--- src/rtl/sha256_padder_if.sv ---
// Byte-stream input and padded-block output bundle for the SHA-256 padder.
interface sha256_padder_if;
    logic         in_valid;
    logic [7:0]   in_data;
    logic         in_last;
    logic         in_ready;
    logic         blk_valid;
    logic [511:0] blk_data;
    logic         blk_last;
    logic [15:0]  blk_index;
    logic         blk_ready;
    logic [63:0]  msg_bits;

    // The padder itself.
    modport slave (
        input  in_valid, in_data, in_last, blk_ready,
        output in_ready, blk_valid, blk_data, blk_last, blk_index, msg_bits
    );

    // Byte source and block sink.
    modport master (
        output in_valid, in_data, in_last, blk_ready,
        input  in_ready, blk_valid, blk_data, blk_last, blk_index, msg_bits
    );
endinterface

--- src/rtl/sha256_padder.sv ---
// SHA-256 message padder: packs message bytes into 512-bit blocks and appends
// the 0x80 marker, zero fill and 64-bit big-endian bit length.
module sha256_padder (
    input  logic          clock,
    input  logic          reset,
    sha256_padder_if.slave bus
);
    typedef enum logic [1:0] {FILL, PAD, EMIT, EMIT_PAD} state_t;

    state_t state, state_nxt;

    // Byte i of the block lives at blk_q[63-i], so the packed vector is blk_data directly.
    logic [63:0][7:0] blk_q;
    logic [5:0]       ptr;
    logic [5:0]       last_ptr;
    logic [63:0]      msg_bits_q;
    logic [15:0]      index_q;
    logic             last_q;
    logic             more_q;
    logic             lead_q;
    logic             accept;
    logic             xfer;

    always_ff @(posedge clock) begin
        if (reset) state <= FILL;
        else       state <= state_nxt;
    end

    always_comb begin
        state_nxt = state;
        accept    = 1'b0;
        xfer      = 1'b0;
        case (state)
            FILL: begin
                accept = bus.in_valid;
                if (accept) begin
                    if (bus.in_last)       state_nxt = PAD;
                    else if (ptr == 6'd63) state_nxt = EMIT;
                end
            end
            PAD: state_nxt = EMIT;
            EMIT: begin
                xfer = bus.blk_ready;
                if (xfer) state_nxt = more_q ? EMIT_PAD : FILL;
            end
            EMIT_PAD: begin
                xfer = bus.blk_ready;
                if (xfer) state_nxt = FILL;
            end
            default: state_nxt = FILL;
        endcase
    end

    always_ff @(posedge clock) begin
        if (reset) begin
            blk_q      <= '0;
            ptr        <= '0;
            last_ptr   <= '0;
            msg_bits_q <= '0;
            index_q    <= '0;
            last_q     <= 1'b0;
            more_q     <= 1'b0;
            lead_q     <= 1'b0;
        end else begin
            case (state)
                FILL: begin
                    if (accept) begin
                        blk_q[6'd63 - ptr] <= bus.in_data;
                        ptr                <= ptr + 6'd1;
                        msg_bits_q         <= msg_bits_q + 64'd8;
                        last_ptr           <= ptr;
                        last_q             <= 1'b0;
                        more_q             <= 1'b0;
                    end
                end
                PAD: begin
                    // Tail past the final byte is already zero from the last clear.
                    if (last_ptr != 6'd63) blk_q[6'd62 - last_ptr] <= 8'h80;
                    if (last_ptr <= 6'd54) begin
                        blk_q[7:0] <= msg_bits_q;
                        last_q     <= 1'b1;
                        more_q     <= 1'b0;
                    end else begin
                        last_q <= 1'b0;
                        more_q <= 1'b1;
                        lead_q <= (last_ptr == 6'd63);
                    end
                end
                EMIT: begin
                    if (xfer) begin
                        blk_q <= '0;
                        ptr   <= '0;
                        if (more_q) begin
                            blk_q[63]  <= lead_q ? 8'h80 : 8'h00;
                            blk_q[7:0] <= msg_bits_q;
                            last_q     <= 1'b1;
                            more_q     <= 1'b0;
                            index_q    <= index_q + 16'd1;
                        end else if (last_q) begin
                            index_q    <= '0;
                            msg_bits_q <= '0;
                            last_q     <= 1'b0;
                        end else begin
                            index_q <= index_q + 16'd1;
                        end
                    end
                end
                EMIT_PAD: begin
                    if (xfer) begin
                        blk_q      <= '0;
                        ptr        <= '0;
                        index_q    <= '0;
                        msg_bits_q <= '0;
                        last_q     <= 1'b0;
                        lead_q     <= 1'b0;
                    end
                end
                default: ;
            endcase
        end
    end

    assign bus.in_ready  = (state == FILL);
    assign bus.blk_valid = (state == EMIT) || (state == EMIT_PAD);
    assign bus.blk_data  = blk_q;
    assign bus.blk_last  = last_q;
    assign bus.blk_index = index_q;
    assign bus.msg_bits  = msg_bits_q;
endmodule

--- src/flat_wrapper.sv ---
// flat-port wrapper written by rule: the top's interface ports become plain ports
module sha256_padder_flat 
  (clock, reset, bus_in_valid, bus_in_data, bus_in_last, bus_blk_ready, bus_in_ready, bus_blk_valid, bus_blk_data, bus_blk_last, bus_blk_index, bus_msg_bits);
  sha256_padder_if bus_i ();
  input  logic clock;
  input  logic reset;
  input wire logic [$bits(bus_i.in_valid)-1:0] bus_in_valid;
  input wire logic [$bits(bus_i.in_data)-1:0] bus_in_data;
  input wire logic [$bits(bus_i.in_last)-1:0] bus_in_last;
  input wire logic [$bits(bus_i.blk_ready)-1:0] bus_blk_ready;
  output wire logic [$bits(bus_i.in_ready)-1:0] bus_in_ready;
  output wire logic [$bits(bus_i.blk_valid)-1:0] bus_blk_valid;
  output wire logic [$bits(bus_i.blk_data)-1:0] bus_blk_data;
  output wire logic [$bits(bus_i.blk_last)-1:0] bus_blk_last;
  output wire logic [$bits(bus_i.blk_index)-1:0] bus_blk_index;
  output wire logic [$bits(bus_i.msg_bits)-1:0] bus_msg_bits;
  assign bus_i.in_valid = bus_in_valid;
  assign bus_i.in_data = bus_in_data;
  assign bus_i.in_last = bus_in_last;
  assign bus_i.blk_ready = bus_blk_ready;
  assign bus_in_ready = bus_i.in_ready;
  assign bus_blk_valid = bus_i.blk_valid;
  assign bus_blk_data = bus_i.blk_data;
  assign bus_blk_last = bus_i.blk_last;
  assign bus_blk_index = bus_i.blk_index;
  assign bus_msg_bits = bus_i.msg_bits;
  sha256_padder u_core (.clock(clock), .reset(reset), .bus(bus_i));
endmodule
--- config.mk ---
export PLATFORM = sky130hd
export DESIGN_NAME = sha256_padder_flat
export DESIGN_NICKNAME = d
export VERILOG_FILES = /design/src/rtl/sha256_padder_if.sv /design/src/rtl/sha256_padder.sv /design/src/flat_wrapper.sv
export SDC_FILE = /design/constraint.sdc
export NUM_CORES = 1
export LEC_CHECK = 0
export ABC_AREA = 0
export BUFFER_PORTS_ARGS = -buffer_cell sky130_fd_sc_hd__buf_2
export CORE_ASPECT_RATIO = 1.25
export CORE_MARGIN = 10
export CORE_UTILIZATION = 35
export DETAILED_ROUTE_END_ITERATION = 10
export PLACE_DENSITY = 0.59
export RECOVER_POWER = 25
export SKIP_LAST_GASP = 1
export SYNTH_ARGS = -nofsm -noshare
export SYNTH_HDL_FRONTEND = slang
export SYNTH_SLANG_ARGS = --single-unit
--- constraint.sdc ---
create_clock -name clock -period 3 [get_ports clock]
set_input_delay 0.6 -clock clock [delete_from_list [all_inputs] [get_ports clock]]
set_output_delay 0.6 -clock clock [all_outputs]
set_load 0.01 [all_outputs]
==> reports/metrics.yaml, run 1 <==
drive_gt1_share_pct: 16.5
routedWlPerCell_um: 24.8
power.density_mw_per_mm2: 764
ctsHoldBuffers: 0
ys.warnings.count: 0
syn_area_mm2: 0.0275
globalplace.congestion: 0.877
synthArstFlopShare_pct: 0
cts_buffers: 68
worstPathMaxFanout: 7
seq_area_frac_synth_pct: 44.0
post-route-drc-count: 0
final_area_mm2: 0.0345
grt_max_degree: 101
worst_pin_slew_ps: 869
h-tree-depth: 3
relSlewSlack_pct: 41.7
use_met1_pct: 31.8
die_h_um: 334
synth_seq_cells: 606
vias: 29600
cp.arrival_ps: 2260
holdCritPathClass: "input pin to flip-flop"
areaGrowthSynthToFinish_pct: 25.2
grt_use_total_pct: 26.6
drv_cap: 0
ys_types: 79
via_per_inst: 5.75
final_common_cell: "dfxtp_1"
grt_pass1_wl_um: 186000
finalSetupTns_ps: 0
hold_depth: 3
min_period_over_period_pct: 95.4
tritoncts: "built"
busiest_layer: "met2"
ir_drop_mv: 0.369
synth_edf_count: 0
grt_util_met3_pct: 5.90
io_pins: 608
initial_core_util_pct: 35.4
portBuffers: 604
hold_slack_ps: 370
finClkSkew_ps: 22.3
first_iter_violations: 3063
fin_crit_ps: 2860
setup_viol: 0
p_leak_nw: 12.4
outcome: "completed"
antenna_found_initial: 2
grt_pass1_vias: 27500
rsz0062_at_grt: "no"
die_area_mm2: 0.0904
cts_root_buf: "clkbuf_16"
grt_use_met2_pct: 44.9
totalWireLength_um: 127000
worstSetupEndpointType: "primary output"
dp_hpwl_um: 90900
die_x_um: 271
path_class: "flip-flop to primary output"
maxSlewViolCount: 0
clk_latency_ps: 630
rr_worst_depth: 7
drtAntennaViolNets: 0
required_ps: 2400
p_total_mw: 26.4
dpl-instance-area_mm2: 0.0324
core_mm2: 0.0777
nets: 4069
cp-start-kind: "flip-flop"
final_cell_mix: "dfxtp_1, nand2_1, o21ai_0"
gr-total-overflow: 0
hold_viol: 0
numClockSinks: 606
path_clk_slew_ps: 60
num_rows: 114
syn_inst: 3477
syn_avg_cell_area_um2: 7.92
synth_ff_type: "dfxtp_1"
clockBufferDepth: 3
fmax_mhz: 349
dr.pass1.iters: 5
finish.utilization_pct: 44.4
-- through the flow --
stage,worst slack (ps),instances
floorplan,668,3479
global placement,196,5018
detailed placement,75.7,5018
CTS,69.3,5138
global route,9.79,5141
finish,137,5143
-- layer usage --
| layer | part of all wire (%) | up-vias |
|---|---|---|
| li1 | - | 13800 |
| met1 | 39 | 14300 |
| met2 | 48 | 1272 |
| met3 | 8.0 | 253 |
| met4 | 4.5 | 2 |
| met5 | 0.010 | - |
-- flip-flops by register name, summed over array words and instances, names as in the netlist --
name / cells
u_core.ptr: 6
u_core.bus.blk_last: 1
u_core.state: 2
u_core.bus.blk_data: 512
u_core.lead_q: 1
u_core.more_q: 1
u_core.last_ptr: 6
u_core.bus.blk_index: 16
u_core.bus.msg_bits: 61
-- final timing paths --
path,startpoint,slack (ps),to
hold / removal,bus_in_last,370,u_core.state[0]
setup reg to reg,u_core.last_ptr[5],170,u_core.bus.blk_data[161]
setup / recovery,u_core.state[0],140,bus_blk_valid
hold reg to reg,u_core.bus.blk_data[181],460,u_core.bus.blk_data[181]
-- repair_timing --
| item | in CTS | in global routing |
|---|---|---|
| gates resized for setup | 0 | 1 |
| endpoints found under the setup margin | 0 | 27 |
| buffers inserted | 0 | 3 |
-- power breakdown --
part | total (mW) | internal (mW) | switching [mW] | leakage [nW]
logic | 8.54 | 2.31 | 6.23 | 6.34
clock network | 9.03 | 5.36 | 3.67 | 1.14
registers | 8.78 | 8.45 | 0.336 | 4.89
-- worst max-delay path: stages (launching register included) --
cell and delay, ps:
dfxtp_1 370, inv_1 130, ha_1 300, buf_4 180
nor2_1 220, inv_1 230, buf_2 200
-- synth_stat cells, types with 6 or more instances --
cell / instances / share of area, %
a2111oi_0: 14 / 0.45
and3b_1: 6 / 0.19
a41oi_1: 8 / 0.25
a21oi_2: 6 / 0.19
o2111ai_1: 8 / 0.25
o32ai_1: 36 / 1.1
nand2b_1: 14 / 0.32
a21o_1: 10 / 0.27
a31oi_1: 91 / 2.1
o211ai_1: 8 / 0.22
o31ai_1: 23 / 0.63
nor2b_1: 15 / 0.34
nor2_1: 358 / 4.9
a21oi_1: 299 / 5.4
ha_1: 9 / 0.41
o21ai_0: 406 / 7.4
mux2i_1: 15 / 0.55
o311ai_0: 7 / 0.22
nand3_1: 195 / 3.5
or3b_2: 6 / 0.19
and3_1: 8 / 0.18
or4_1: 16 / 0.44
a221oi_1: 8 / 0.25
buf_2: 40 / 0.73
o221a_2: 21 / 0.86
nor3_1: 35 / 0.64
o2bb2ai_1: 98 / 3.1
inv_1: 58 / 0.79
nor4_1: 8 / 0.18
xor2_1: 24 / 0.76
dfxtp_1: 606 / 44
and2_1: 21 / 0.48
clkbuf_1: 222 / 3.0
a211oi_1: 122 / 3.3
buf_1: 9 / 0.12
nand3b_1: 15 / 0.41
nand4_1: 31 / 0.70
nand2_1: 417 / 5.7
or3_1: 26 / 0.59
o21ai_1: 32 / 0.58
o21a_1: 33 / 0.90
a311oi_1: 7 / 0.22
xnor2_1: 14 / 0.45
-- kinds of logic (layout without fill, tap and decap cells) --
logic type               Yosys count  after routing  share of synthesized area (%)
AND/OR/NAND/NOR                 1203           1203                           20.0
buffers and inverters            336            954                           4.84
adder cells (fa/ha/maj)            9              9                          0.409
XOR/XNOR                          38             38                           1.21
other                              1              5                         0.0136
flip-flops                       606            606                           44.0
multiplexers                      18             18                          0.668
AO/OA/AOI/OAI                   1266           1266                           28.8
-- area by class of cell --
type                    count  area, um^2
clock buffers              94        2000
well taps                1044        1310
multi-input cells        2537       14300
flip-flops and latches    606       12100
repair buffers            776        4140
inverters                  58         225
clock inverters            26         368
diodes                      2        5.00
fillers                  7974       43300
Note: power is estimated with default switching activity, not from simulation.
==> run 2: changes to the inputs <==
--- a/config.mk
+++ b/config.mk
@@ -14,6 +14,7 @@
 export PLACE_DENSITY = 0.59
 export RECOVER_POWER = 25
 export SKIP_LAST_GASP = 1
+export SLEW_MARGIN = 15
 export SYNTH_ARGS = -nofsm -noshare
 export SYNTH_HDL_FRONTEND = slang
 export SYNTH_SLANG_ARGS = --single-unit
==> constraint.sdc (replaced) <==
create_clock -name clock -period 3.7 [get_ports clock]
set_input_delay 0.74 -clock clock [delete_from_list [all_inputs] [get_ports clock]]
set_output_delay 0.74 -clock clock [all_outputs]
set_load 0.01 [all_outputs]
==> reports/metrics.yaml, run 2 (synthesized netlist as in run 1, its figures left out) <==
path_class: "flip-flop to flip-flop"  # was flip-flop to primary output
p_total_mw: 20.8  # was 26.4 mW
met2WireLength_um: 60900  # was 61,200 um
die_x_um: 271  # unchanged
final_common_cell: "dfxtp_1"  # unchanged
drtAntennaViolNets: 0  # unchanged
hold_viol: 0  # unchanged
antenna_found_initial: 4  # was 2
dp_hpwl_um: 91100  # was 90,900 um
gr-total-overflow: 0  # unchanged
die_h_um: 334  # unchanged
fillers: 8041  # was 7,974
path_clk_slew_ps: 60  # about the same
required_ps: 4250  # was 2400 ps
via_per_inst: 5.76  # was 5.75
cp.arrival_ps: 3760  # was 2260 ps
globalplace.congestion: 0.860  # was 0.877
worstSetupEndpointType: "flip-flop"  # was primary output
clk_latency_ps: 630  # about the same
finClkSkew_ps: 15.8  # was 22.3 ps
ir_drop_mv: 0.412  # was 0.369 mV
fin_cells: 5084  # was 5,143
tritoncts: "built"  # unchanged
min_period_over_period_pct: 86.8
first_iter_violations: 3169  # was 3,063
final_cell_mix: "dfxtp_1, nand2_1, o21ai_0"  # unchanged
cts_root_buf: "clkbuf_16"  # unchanged
worst_pin_slew_ps: 1060  # was 869 ps
met1Wirelength_um: 50800  # was 50,200 um
initial_core_util_pct: 35.4  # unchanged
post-route-drc-count: 0  # unchanged
drv_cap: 0  # unchanged
maxSlewViolCount: 0  # unchanged
finalSetupTns_ps: 0  # unchanged
outcome: "completed"  # unchanged
routedWlPerCell_um: 25.2  # was 24.8 um
worstPathMaxFanout: 13  # was 7
rsz0062_at_grt: "no"  # unchanged
wl_met3_um: 10200  # was 10,300 um
grt_use_total_pct: 26.7  # was 26.6%
p_leak_nw: 12.0  # was 12.4 nW
num_rows: 114  # unchanged
top_layer: "met4"  # was met5
die_area_mm2: 0.0904  # unchanged
grt_pass1_wl_um: 186000  # about the same
largest_reg_flops: 512  # unchanged
cp-start-kind: "flip-flop"  # unchanged
cts_resized: 0  # unchanged
relSlewSlack_pct: 29.2  # was 41.7%
portBuffers: 604  # unchanged
ctsHoldBuffers: 0  # unchanged
dp_cells: 4962  # was 5,018
h-tree-depth: 3  # unchanged
setup_viol: 0  # unchanged
areaGrowthSynthToFinish_pct: 22.9  # was 25.2%
nets: 4011  # was 4,069
fin_crit_ps: 3210
grt_max_degree: 139  # was 101
io_pins: 608  # unchanged
finish.utilization_pct: 43.5  # was 44.4%
grt_pass1_vias: 27300  # was 27,500
fmax_mhz: 311
vias: 29300  # was 29,600
cts_buffers: 69  # was 68
totalWireLength_um: 128000  # was 127,000 um
power.density_mw_per_mm2: 616  # was 764 mW/mm^2
numClockSinks: 606  # unchanged
core_mm2: 0.0777  # unchanged
post-cts-setup-buffers: 0  # unchanged
drive_gt1_share_pct: 15.2  # was 16.5%
holdCritPathClass: "flip-flop to flip-flop"  # was input pin to flip-flop
dr.pass1.iters: 6  # was 5
clockBufferDepth: 3  # unchanged
run 2: changes by cell type in the layout (fill, tap and decap cells not counted), moves of 2 or more:
| cell | before | now |
|---|---|---|
| buf_2 | 310 | 305 |
| clkinv_8 | 0 | 2 |
| bufinv_16 | 8 | 3 |
| clkbuf_16 | 73 | 71 |
| clkbuf_1 | 305 | 310 |
| clkinvlp_4 | 6 | 4 |
| buf_4 | 157 | 104 |
| clkbuf_8 | 10 | 17 |
| buf_12 | 15 | 8 |
| clkinv_2 | 6 | 9 |
run 2: cell type report:
| class | count | area, um^2 | share of cell area (%) |
|---|---|---|---|
| Tap cell | 1044 | 1310 | 3.86 |
| Multi-Input combinational cell | 2537 | 14300 | 42.2 |
| Clock buffer | 98 | 2040 | 6.02 |
| Clock inverter | 23 | 241 | 0.714 |
| Antenna cell | 1 | 2.50 | 0.00739 |
| Timing Repair Buffer | 717 | 3600 | 10.6 |
| Sequential cell | 606 | 12100 | 35.8 |
| Inverter | 58 | 225 | 0.666 |
run 2: layer usage:
layer	up-vias	GRT usage [%]
met5	-	0
met4	0	12.8
met3	273	6.19
met2	1281	44.4
met1	14000	32.1
li1	13700	-
run 2: worst max-delay path, cell delays in order, from the launching register on:
cell and delay (ps):
dfxtp_1 590, ha_1 260, buf_4 190, xor2_1 570, nor2_2 280, buf_4 270
a41oi_1 570, o21ai_0 210, a21oi_1 170
run 2: per-stage QoR:
step	hold slack (ps)	worst slack [ps]	cell area (um^2)
final	459	488	33800
after global routing	474	254	33800
after CTS	458	571	34200
after detailed placement	445	599	31900
after global placement	440	605	31900
after floorplan	480	1240	27600
run 2: final timing paths:
| path | slack (ps) | startpoint | end | cells after the start |
|---|---|---|---|---|
| hold reg to reg | 460 | u_core.bus.blk_data[426] | u_core.bus.blk_data[426] | 2 |
| setup / recovery | 490 | u_core.last_ptr[0] | u_core.bus.blk_data[379] | 8 |
| setup reg to reg | 490 | u_core.last_ptr[0] | u_core.bus.blk_data[379] | 8 |
| hold / removal | 460 | u_core.bus.blk_data[426] | u_core.bus.blk_data[426] | 2 |
run 2: where the power goes:
group | total, mW | switching (mW) | internal (mW)
registers | 7.15 | 0.297 | 6.85
clock network | 7.01 | 2.95 | 4.06
logic | 6.68 | 4.98 | 1.70
total | 20.8 | 8.23 | 12.6
